`config.mk`:
```
export PLATFORM = sky130hd
export DESIGN_NAME = dp_ram_batch_controller_flat
export DESIGN_NICKNAME = d
export VERILOG_FILES = /design/src/rtl/dp_ram_batch_controller_pkg.sv /design/src/rtl/dp_ram_batch_controller_if.sv /design/src/rtl/dp_ram_batch_controller_op_watchdog.sv /design/src/rtl/dp_ram_batch_controller.sv /design/src/flat_wrapper.sv
export SDC_FILE = /design/constraint.sdc
export NUM_CORES = 1
export LEC_CHECK = 0
export CAP_MARGIN = 20
export CORE_MARGIN = 2
export CORE_UTILIZATION = 44
export DETAILED_ROUTE_END_ITERATION = 7
export HOLD_SLACK_MARGIN = 0.03
export PLACE_DENSITY = 0.8
export SLEW_MARGIN = 0
export SYNTH_ARGS = -nofsm -noshare
export SYNTH_HDL_FRONTEND = slang
export SYNTH_HIERARCHICAL = 1
export SYNTH_SLANG_ARGS = --single-unit
```
`constraint.sdc`:
```
create_clock -name CLK -period 1.9 [get_ports CLK]
set_input_delay 0.285 -clock CLK [delete_from_list [all_inputs] [get_ports CLK]]
set_output_delay 0.285 -clock CLK [all_outputs]
set_load 0.05 [all_outputs]
```
`src/rtl/dp_ram_batch_controller_pkg.sv`:
```
// Shared definitions for the DP-RAM batch controller: FSM states, RAM word
// offsets and register bit positions.
package dp_ram_ctrl_pkg;

    typedef enum logic [3:0] {
        IDLE         = 4'd0,
        REQ_COUNT    = 4'd1,
        CHK_COUNT    = 4'd2,
        FETCH        = 4'd3,
        LOAD         = 4'd4,
        WAIT_DONE    = 4'd5,
        WRITE_RES    = 4'd6,
        SET_STATUS   = 4'd7,
        WAIT_RELEASE = 4'd8,
        CLEAR        = 4'd9
    } state_t;

    // Word offsets in the shared RAM; DATA_OUT depends on MAX_JOBS and lives in the top
    localparam int CTRL_OFS    = 0;
    localparam int STATUS_OFS  = 1;
    localparam int COUNT_OFS   = 2;
    localparam int DATA_IN_OFS = 4;

    // CONTROL bits
    localparam int CTRL_START_BIT  = 0;
    localparam int CTRL_IRQ_EN_BIT = 1;

    // STATUS bits
    localparam int STAT_DONE_BIT = 0;
    localparam int STAT_TMO_BIT  = 1;
    localparam int STAT_CNT_BIT  = 2;
    localparam int STAT_JOBS_LSB = 8;

endpackage

```
`src/rtl/dp_ram_batch_controller_if.sv`:
```
// RAM port and multiplier handshake bundle. master = controller side.
interface dp_ram_batch_controller_if #(
    parameter int DATA_W = 32,
    parameter int ADDR_W = 8,
    parameter int OP_W   = 4
);
    logic [ADDR_W-1:0]   ADDR;
    logic                WRITE_F;
    logic [DATA_W-1:0]   WRITE_DATA;
    logic [DATA_W-1:0]   READ_DATA;
    logic [DATA_W/8-1:0] BYTE_ENABLE;
    logic [OP_W-1:0]     A;
    logic [OP_W-1:0]     B;
    logic                op_start;
    logic                op_done;
    logic [2*OP_W-1:0]   Y;

    modport master (
        output ADDR, WRITE_F, WRITE_DATA, BYTE_ENABLE, A, B, op_start,
        input  READ_DATA, op_done, Y
    );

    modport slave (
        input  ADDR, WRITE_F, WRITE_DATA, BYTE_ENABLE, A, B, op_start,
        output READ_DATA, op_done, Y
    );
endinterface

```
`src/rtl/dp_ram_batch_controller_op_watchdog.sv`:
```
// Multiplier watchdog: counts enabled cycles since the last clear and flags
// the cycle in which the count sits at TIMEOUT-1.
module op_watchdog #(
    parameter int TIMEOUT = 1024
) (
    input  logic CLK,
    input  logic rst,
    input  logic clear,
    input  logic enable,
    output logic expired
);
    localparam int CW = (TIMEOUT > 1) ? $clog2(TIMEOUT) : 1;
    localparam logic [CW-1:0] LIMIT = CW'(TIMEOUT - 1);

    logic [CW-1:0] timer;

    // Cycle counter; saturates at LIMIT so a stuck enable cannot wrap
    always_ff @(posedge CLK or posedge rst) begin
        if (rst)
            timer <= '0;
        else if (clear)
            timer <= '0;
        else if (enable && timer != LIMIT)
            timer <= timer + CW'(1);
    end

    assign expired = enable && (timer == LIMIT);

endmodule

```
`src/rtl/dp_ram_batch_controller.sv`:
```
// Batch mailbox controller: reads a job count and operand pairs from the
// FPGA port of a dual-port RAM, runs each pair through the external
// multiplier, writes results back and posts STATUS until software releases.
module dp_ram_batch_controller
    import dp_ram_ctrl_pkg::*;
#(
    parameter int DATA_W   = 32,
    parameter int ADDR_W   = 8,
    parameter int OP_W     = 4,
    parameter int MAX_JOBS = 16,
    parameter int TIMEOUT  = 1024
) (
    input  logic                      CLK,
    input  logic                      rst,
    dp_ram_batch_controller_if.master bus,
    output logic                      busy,
    output logic                      irq,
    output logic [3:0]                state_o
);
    localparam int JW           = $clog2(MAX_JOBS + 1);
    localparam int DATA_OUT_OFS = DATA_IN_OFS + MAX_JOBS;

    state_t          state, state_nxt;
    logic [JW-1:0]   idx, cnt;
    logic [2*OP_W-1:0] res;
    logic            ctl_held;   // ADDR sat on CONTROL last cycle, so READ_DATA is CONTROL
    logic            irq_en, tmo_err, cnt_err, expired;
    logic            cnt_zero, cnt_big;

    assign cnt_zero = (bus.READ_DATA == '0);
    assign cnt_big  = (bus.READ_DATA > DATA_W'(MAX_JOBS));

    op_watchdog #(.TIMEOUT(TIMEOUT)) u_wdog (
        .CLK     (CLK),
        .rst     (rst),
        .clear   (state == LOAD),
        .enable  (state == WAIT_DONE),
        .expired (expired)
    );

    // State register
    always_ff @(posedge CLK or posedge rst) begin
        if (rst) state <= IDLE;
        else     state <= state_nxt;
    end

    // Next-state decode; op_done wins over a same-cycle timeout
    always_comb begin
        state_nxt = state;
        case (state)
            IDLE:         if (ctl_held && bus.READ_DATA[CTRL_START_BIT]) state_nxt = REQ_COUNT;
            REQ_COUNT:    state_nxt = CHK_COUNT;
            CHK_COUNT:    state_nxt = (cnt_zero || cnt_big) ? SET_STATUS : FETCH;
            FETCH:        state_nxt = LOAD;
            LOAD:         state_nxt = WAIT_DONE;
            WAIT_DONE:    if (bus.op_done)  state_nxt = WRITE_RES;
                          else if (expired) state_nxt = SET_STATUS;
            WRITE_RES:    state_nxt = ((idx + JW'(1)) == cnt) ? SET_STATUS : FETCH;
            SET_STATUS:   state_nxt = WAIT_RELEASE;
            WAIT_RELEASE: if (ctl_held && !bus.READ_DATA[CTRL_START_BIT]) state_nxt = CLEAR;
            CLEAR:        state_nxt = IDLE;
            default:      state_nxt = IDLE;
        endcase
    end

    // Moore RAM-port decode from state and job index
    always_comb begin
        bus.ADDR       = ADDR_W'(CTRL_OFS);
        bus.WRITE_F    = 1'b0;
        bus.WRITE_DATA = '0;
        case (state)
            REQ_COUNT, CHK_COUNT: bus.ADDR = ADDR_W'(COUNT_OFS);
            FETCH, LOAD:          bus.ADDR = ADDR_W'(DATA_IN_OFS) + ADDR_W'(idx);
            WAIT_DONE:            bus.ADDR = ADDR_W'(DATA_OUT_OFS) + ADDR_W'(idx);
            WRITE_RES: begin
                bus.ADDR       = ADDR_W'(DATA_OUT_OFS) + ADDR_W'(idx);
                bus.WRITE_F    = 1'b1;
                bus.WRITE_DATA = DATA_W'(res);
            end
            SET_STATUS: begin
                bus.ADDR                           = ADDR_W'(STATUS_OFS);
                bus.WRITE_F                        = 1'b1;
                bus.WRITE_DATA[STAT_DONE_BIT]      = 1'b1;
                bus.WRITE_DATA[STAT_TMO_BIT]       = tmo_err;
                bus.WRITE_DATA[STAT_CNT_BIT]       = cnt_err;
                bus.WRITE_DATA[STAT_JOBS_LSB +: 8] = 8'(idx);
            end
            CLEAR: begin
                bus.ADDR    = ADDR_W'(STATUS_OFS);
                bus.WRITE_F = 1'b1;
            end
            default: ;
        endcase
    end

    assign bus.BYTE_ENABLE = '1;
    assign busy            = (state != IDLE) && (state != CLEAR);
    assign irq             = (state == SET_STATUS) && irq_en;
    assign state_o         = state;

    // Batch datapath: flags, counters, operands and captured result.
    // op_start is registered so it lines up with the freshly loaded A/B.
    always_ff @(posedge CLK or posedge rst) begin
        if (rst) begin
            ctl_held     <= 1'b0;
            irq_en       <= 1'b0;
            tmo_err      <= 1'b0;
            cnt_err      <= 1'b0;
            idx          <= '0;
            cnt          <= '0;
            res          <= '0;
            bus.A        <= '0;
            bus.B        <= '0;
            bus.op_start <= 1'b0;
        end else begin
            ctl_held     <= (state == IDLE) || (state == WAIT_RELEASE);
            bus.op_start <= (state == LOAD);
            case (state)
                IDLE: if (state_nxt == REQ_COUNT) begin
                    irq_en  <= bus.READ_DATA[CTRL_IRQ_EN_BIT];
                    tmo_err <= 1'b0;
                    cnt_err <= 1'b0;
                    idx     <= '0;
                end
                CHK_COUNT: begin
                    idx     <= '0;
                    cnt_err <= cnt_big;
                    cnt     <= cnt_big ? '0 : bus.READ_DATA[JW-1:0];
                end
                LOAD: begin
                    bus.A <= bus.READ_DATA[OP_W-1:0];
                    bus.B <= bus.READ_DATA[2*OP_W-1:OP_W];
                end
                WAIT_DONE: begin
                    if (bus.op_done)  res     <= bus.Y;
                    else if (expired) tmo_err <= 1'b1;
                end
                WRITE_RES: idx <= idx + JW'(1);
                default: ;
            endcase
        end
    end

endmodule

```
`src/flat_wrapper.sv`:
```
// flat-port wrapper written by rule: the top's interface ports become plain ports
module dp_ram_batch_controller_flat import dp_ram_ctrl_pkg::*;
#(
    parameter int DATA_W   = 32,
    parameter int ADDR_W   = 8,
    parameter int OP_W     = 4,
    parameter int MAX_JOBS = 16,
    parameter int TIMEOUT  = 1024
)
  (CLK, rst, busy, irq, state_o, bus_ADDR, bus_WRITE_F, bus_WRITE_DATA, bus_BYTE_ENABLE, bus_A, bus_B, bus_op_start, bus_READ_DATA, bus_op_done, bus_Y);
  dp_ram_batch_controller_if #(.DATA_W(DATA_W), .ADDR_W(ADDR_W), .OP_W(OP_W)) bus_i ();
  input  logic CLK;
  input  logic rst;
  output logic busy;
  output logic irq;
  output logic [3:0] state_o;
  output wire logic [$bits(bus_i.ADDR)-1:0] bus_ADDR;
  output wire logic [$bits(bus_i.WRITE_F)-1:0] bus_WRITE_F;
  output wire logic [$bits(bus_i.WRITE_DATA)-1:0] bus_WRITE_DATA;
  output wire logic [$bits(bus_i.BYTE_ENABLE)-1:0] bus_BYTE_ENABLE;
  output wire logic [$bits(bus_i.A)-1:0] bus_A;
  output wire logic [$bits(bus_i.B)-1:0] bus_B;
  output wire logic [$bits(bus_i.op_start)-1:0] bus_op_start;
  input wire logic [$bits(bus_i.READ_DATA)-1:0] bus_READ_DATA;
  input wire logic [$bits(bus_i.op_done)-1:0] bus_op_done;
  input wire logic [$bits(bus_i.Y)-1:0] bus_Y;
  assign bus_ADDR = bus_i.ADDR;
  assign bus_WRITE_F = bus_i.WRITE_F;
  assign bus_WRITE_DATA = bus_i.WRITE_DATA;
  assign bus_BYTE_ENABLE = bus_i.BYTE_ENABLE;
  assign bus_A = bus_i.A;
  assign bus_B = bus_i.B;
  assign bus_op_start = bus_i.op_start;
  assign bus_i.READ_DATA = bus_READ_DATA;
  assign bus_i.op_done = bus_op_done;
  assign bus_i.Y = bus_Y;
  dp_ram_batch_controller #(.DATA_W(DATA_W), .ADDR_W(ADDR_W), .OP_W(OP_W), .MAX_JOBS(MAX_JOBS), .TIMEOUT(TIMEOUT)) u_core (.CLK(CLK), .rst(rst), .bus(bus_i), .busy(busy), .irq(irq), .state_o(state_o));
endmodule
```
# Word level (Yosys, flattened, before mapping)
# Cells that the tools add are included.
# word_totals
regBits	45
in_bits	43
output_inout_bits	60
elab_cells	82
# op_classes
addsub	4
magnitude_cmp	1
eq_ne	17
n_mux	22
n_reduce_logical	26
# op_table
cell	n
$pmux 4 s9	1
$gt 32x5->1 const B	1
$logic_not 32->1	1
$pmux 8 s4	1
$mux 10	2
$mux 5	4
$eq 4x3->1 const B	4
$mux 4	4
$pmux 5 s3	1
$add 10x1->10 const B	1
$eq 10x10->1 const B	1
$ne 10x10->1 const B	1
$eq 4x1->1 const B	2
$eq 4x2->1 const B	2
$eq 4x4->1 const B	2
$reduce_and 2->1	4
$reduce_or 2->1	4
$add 3x5->6 const A	1
$add 5x5->6 const A	1
$logic_and 1x1->1	6
$mux 3	2
$pmux 3 s2	1
$reduce_bool 2->1	3
$add 5x1->5 const B	1
13 further kinds	19

# Depth between registers and ports, before layout
# depth
ltp_word	8
depth_mapped	7
ltp_nobuf	6

# Modules after synthesis
# Netlist, hierarchy kept.
# by_module_without_submodules
mod	n_inst	cells_each	area_per_inst_um2	seq_area_each_um2
dp_ram_batch_controller	1	217	2137.0	875.8
op_watchdog	1	59	564.3	250.2

# Worst setup path before layout
# No wires, ideal clock.
# synth_path
path_kind	flip-flop to output port
start	reg u_core.state[0], in the netlist u_core/state_o[0]
end	out bus_ADDR[1]
arrival_time_ns	3.510
path_slack_ns	-1.895
path_stages_with_launch	5
path_buffers	1
path_cell_list	dfrtp_1 -> buf_2 -> nand2_1 -> a21oi_1 -> a2111oi_0
# synth_between
elab_chain_cells	3
# synth_lines
element	line_no	rtl
start: declaration	dp_ram_batch_controller.sv:23	state_t state, state_nxt;
start signal: assignment	dp_ram_batch_controller.sv:44	else state <= state_nxt;
$eq 4x4->1, or another cell as far along	dp_ram_batch_controller.sv:71	case (state)
$reduce_or 2->1, on equally long branches	--	
$pmux 8 s4 *	dp_ram_batch_controller.sv:71	
end: declaration	flat_wrapper.sv:17	output wire logic [$bits(bus_i.ADDR)-1:0] bus_ADDR;
# Mark *: on every way between the ends. The rest lies on a longest branch, timed or not.

# Worst setup path in the final report
# layout_path
start	reg u_core.state[0], in the netlist u_core/state_o[0]
end	out bus_ADDR[5]
# The elaborated chain is that of the path after synthesis.

==> summary.txt <==
Outcome
  • Status: complete, but fails checks
  • Failing checks: negative setup slack

STA
  • Final critical-path required period: a little over 2 ns
  • Hold Vio Cnt, Final: 0
  • Rel. slew slack: 0.564
  • Maximum achievable frequency: around 500 MHz
  • Share of the clock period used by the worst path: 1.06
  • Final WS setup: -0.118 ns
  • Slew @ Worst Pin: about 0.65 ns
  • RSZ-0062 raised after global routing: yes
  • Setup violators final: 12
  • Max-slew violations: 0
  • Fin Clk Skew: 0.00397 ns

Detailed routing
  • WL/cell: 16.0 µm
  • Iteration-0 DRC Markers: 122
  • DRT antenna net count: 0
  • Post-route DRC violation count: 0
  • TritonRoute pass-1 iters: 4
  • Routed wire length: 7.23 mm
  • DR vias/cell: 5.34
  • Vias: 2414

CTS
  • Clock Sinks: 45
  • CTS clk-pin slew, worst paths: 0.08 ns
  • Clk root buf: clkbuf_8
  • Clock tree buffer depth: 2
  • CTS tree: done
  • CTS Hold Bufs: 0
  • Clock Latency Late Sink: 0.29 ns
  • H-tree levels: 2
  • CTS Buf Count: 5

GRT
  • M2 GR Usage: 0.347
  • GR Util All Layers: 0.220
  • Gr busiest metal: met2
  • Largest net degree at the start of global routing: 27
  • Congestion Overflow GR: 0
  • Met1 GRT Util: 0.289
  • Number of global-route vias before repair: between 2000 and 2500
  • First-pass GRT wire length: 11.2 mm
  • Initial antenna violation count: 0
  • Global Route met3 Usage: 0.0489

Power
  • Reg power frac: 0.237
  • Combinational share of power: 0.671
  • Internal: about 0.0034 W
  • Leak: 1.79 nW
  • Clock network fraction of total power: 0.092
  • Switching power: 0.00300 W
  • Power Density: ~1500 mW/mm²
  • Maximum vdd drop: 1.43 mV
  • Sw Share: 0.465

Min path
  • Min-Delay Path Class: in -> async

Place
  • Input/output buffers: 77
  • Detail Placement HPWL: about 5.1 mm
  • Post-Place Cell Area: 0.00381 mm²
  • RD Place Congestion: 0.875
  • Placement Setup Slack: 0.0230 ns
  • Placed cells: 431

Cells and area
  • Area delta synth->final: 55.0%
  • Nets: 424
  • Commonest non-fill, non-tap cell in the layout: clkdlybuf4s50_1
  • Fillers: 417
  • Share of post-route cells with drive strength above 1: 0.310
  • Commonest non-fill, non-tap cells in the layout: 51 x clkdlybuf4s50_1, 41 x dfrtp_1, 25 x conb_1
  • Number of diodes: 0
  • Fin cells: 452
  • Finished Cell Area: roughly 0.0042 mm²

Synth
  • Flops & latches, synth: 45
  • Syn Std Cell Area: 0.00270 mm²
  • Post-synthesis sequential area ratio: 0.417
  • Number of synthesized flops with an enable pin: 0
  • Most area-consuming cells after synthesis: dfrtp_1 42%, buf_4 7.5%, mux2_2 3.8%
  • Area leader, netlist: dfrtp_1
  • Syn avg cell area: about 10 µm²
  • Number of synthesis warnings: 6
  • Post-synthesis async set-or-reset flop share: 1.00
  • Synth Instances: 276
  • Post-synthesis cell type count: 55
  • Most used DFF post-synth: dfrtp_1
  • Share of the synthesized area in the top cell type: 0.417

Job
  • # Max-Cap Violations: 0

Setup path
  • CP Max Fanout: 2
  • Reg2Reg Setup Slack: about 0.11 ns
  • CP Class: reg -> out
  • Crit Reg-Reg Startpoint: u_core/state_o[1]
  • CP Data Required Time: 1.62 ns
  • Crit. End Element: output pin
  • Worst EP arrival: 1.73 ns
  • R2r worst-path depth: 7
  • Critical R2R Capture: u_core/u_wdog/timer[5]
  • Critical path capture point: bus_ADDR[5]
  • Crit start category: register
  • Worst Setup SP: u_core/state_o[0]

Floorplan
  • Die height: 82.4 µm
  • Core Rows: 28
  • DIE AREA: 0.00678 mm²
  • Starting Density: 0.456
  • Core area: 0.00592 mm²
  • Number of top-level pins: 103
  • Die Wd: between 80 and 90 µm
logic make-up after synthesis:
logic type | after synthesis | share of synthesized area
mux | 19 | 0.0783
buf+inv | 44 | 0.106
fa+ha+maj | 4 | 0.0185
simple gates | 100 | 0.217
other cells | 2 | 0.00278
xor+xnor | 14 | 0.0454
compound gates | 48 | 0.116
flops | 45 | 0.417
power groups by stage:
stage / logic, W / clock network (W) / registers [W]
3_5_place_dp: 0.00370 / 0 / 0.00154
2_1_floorplan: 0.00195 / 0 / 0.00198
5_1_grt: 0.00456 / 0.000658 / 0.00157
6_report: 0.00433 / 0.000593 / 0.00153
4_1_cts: 0.00397 / 0.000614 / 0.00151
3_3_place_gp: 0.00365 / 0 / 0.00152
through the flow:
stage	utilization	TNS [ns]	total power (W)	hold slack, ns
floorplan	-	-0.109	0.00393	0.125
global placement	0.643	0	0.00517	0.466
detailed placement	0.643	0	0.00524	0.481
CTS	0.680	-0.913	0.00609	0.319
global route	0.707	-1.20	0.00679	0.353
finish	0.707	-0.444	0.00645	0.315
cell usage after synthesis (all sizes together), types with 3 or more instances:
cell type,instances
nor3,7
and3,6
or3,4
nand3,4
and2,13
o31ai,3
o21ai,15
and4,3
a21oi,7
nor4,7
buf,32
mux2,17
ha,4
inv,10
a22o,4
a31oi,7
xnor2,11
nor2,20
o211ai,3
dfrtp,45
nand2,24
nand2b,4
xor2,3
sequential cells by signal, indices dropped and copies added, names as in the netlist:
name and flops:
u_core/u_wdog/timer 10, u_core/res 8, u_core/cnt 5, u_core/idx 5
u_core/bus.A 4, u_core/bus.B 4, u_core/state_o 4, u_core/bus.op_start 1
u_core/cnt_err 1, u_core/ctl_held 1, u_core/irq_en 1, u_core/tmo_err 1
critical path, cell delays in order (launching register included):
cell	delay [ns]
dfrtp_4	0.48
nand2b_4	0.16
a21oi_4	0.15
ha_4	0.25
a31oi_4	0.20
nor2_4	0.05
buf_12	0.14
area by class of cell:
class                           instances  area [µm²]  area share
Clock buffer                            7        86.3      0.0206
Inverter                               10        40.0     0.00956
Multi-Input combinational cell        210        1580       0.377
Sequential cell                        45        1130       0.271
Tap cell                               75        93.8      0.0224
Timing Repair Buffer                  105        1260       0.300
metal layers:
layer  share of wire  up-vias
met5               0        -
met4           0.028        0
met3           0.072       18
met2            0.48      111
met1            0.42     1157
li1                -     1128
worst min path at each step:
stage	start	endpoint	slack [ns]
global placement	u_core/res[5]	u_core/res[5]	0.47
global route	rst	u_core/u_wdog/timer[3]	0.35
CTS	rst	u_core/u_wdog/timer[0]	0.32
floorplan	rst	u_core/u_wdog/timer[0]	0.13
detailed placement	u_core/res[0]	u_core/res[0]	0.48
finish	rst	u_core/u_wdog/timer[0]	0.32
repair_timing:
action	CTS	global route
pin swaps	12	8
resized for setup	19	23
hold endpoints to repair	0	0
cloned	0	1
buffers inserted	6	7
endpoints found under the setup margin	21	23
No activity file was read; power rests on OpenSTA's default activity.
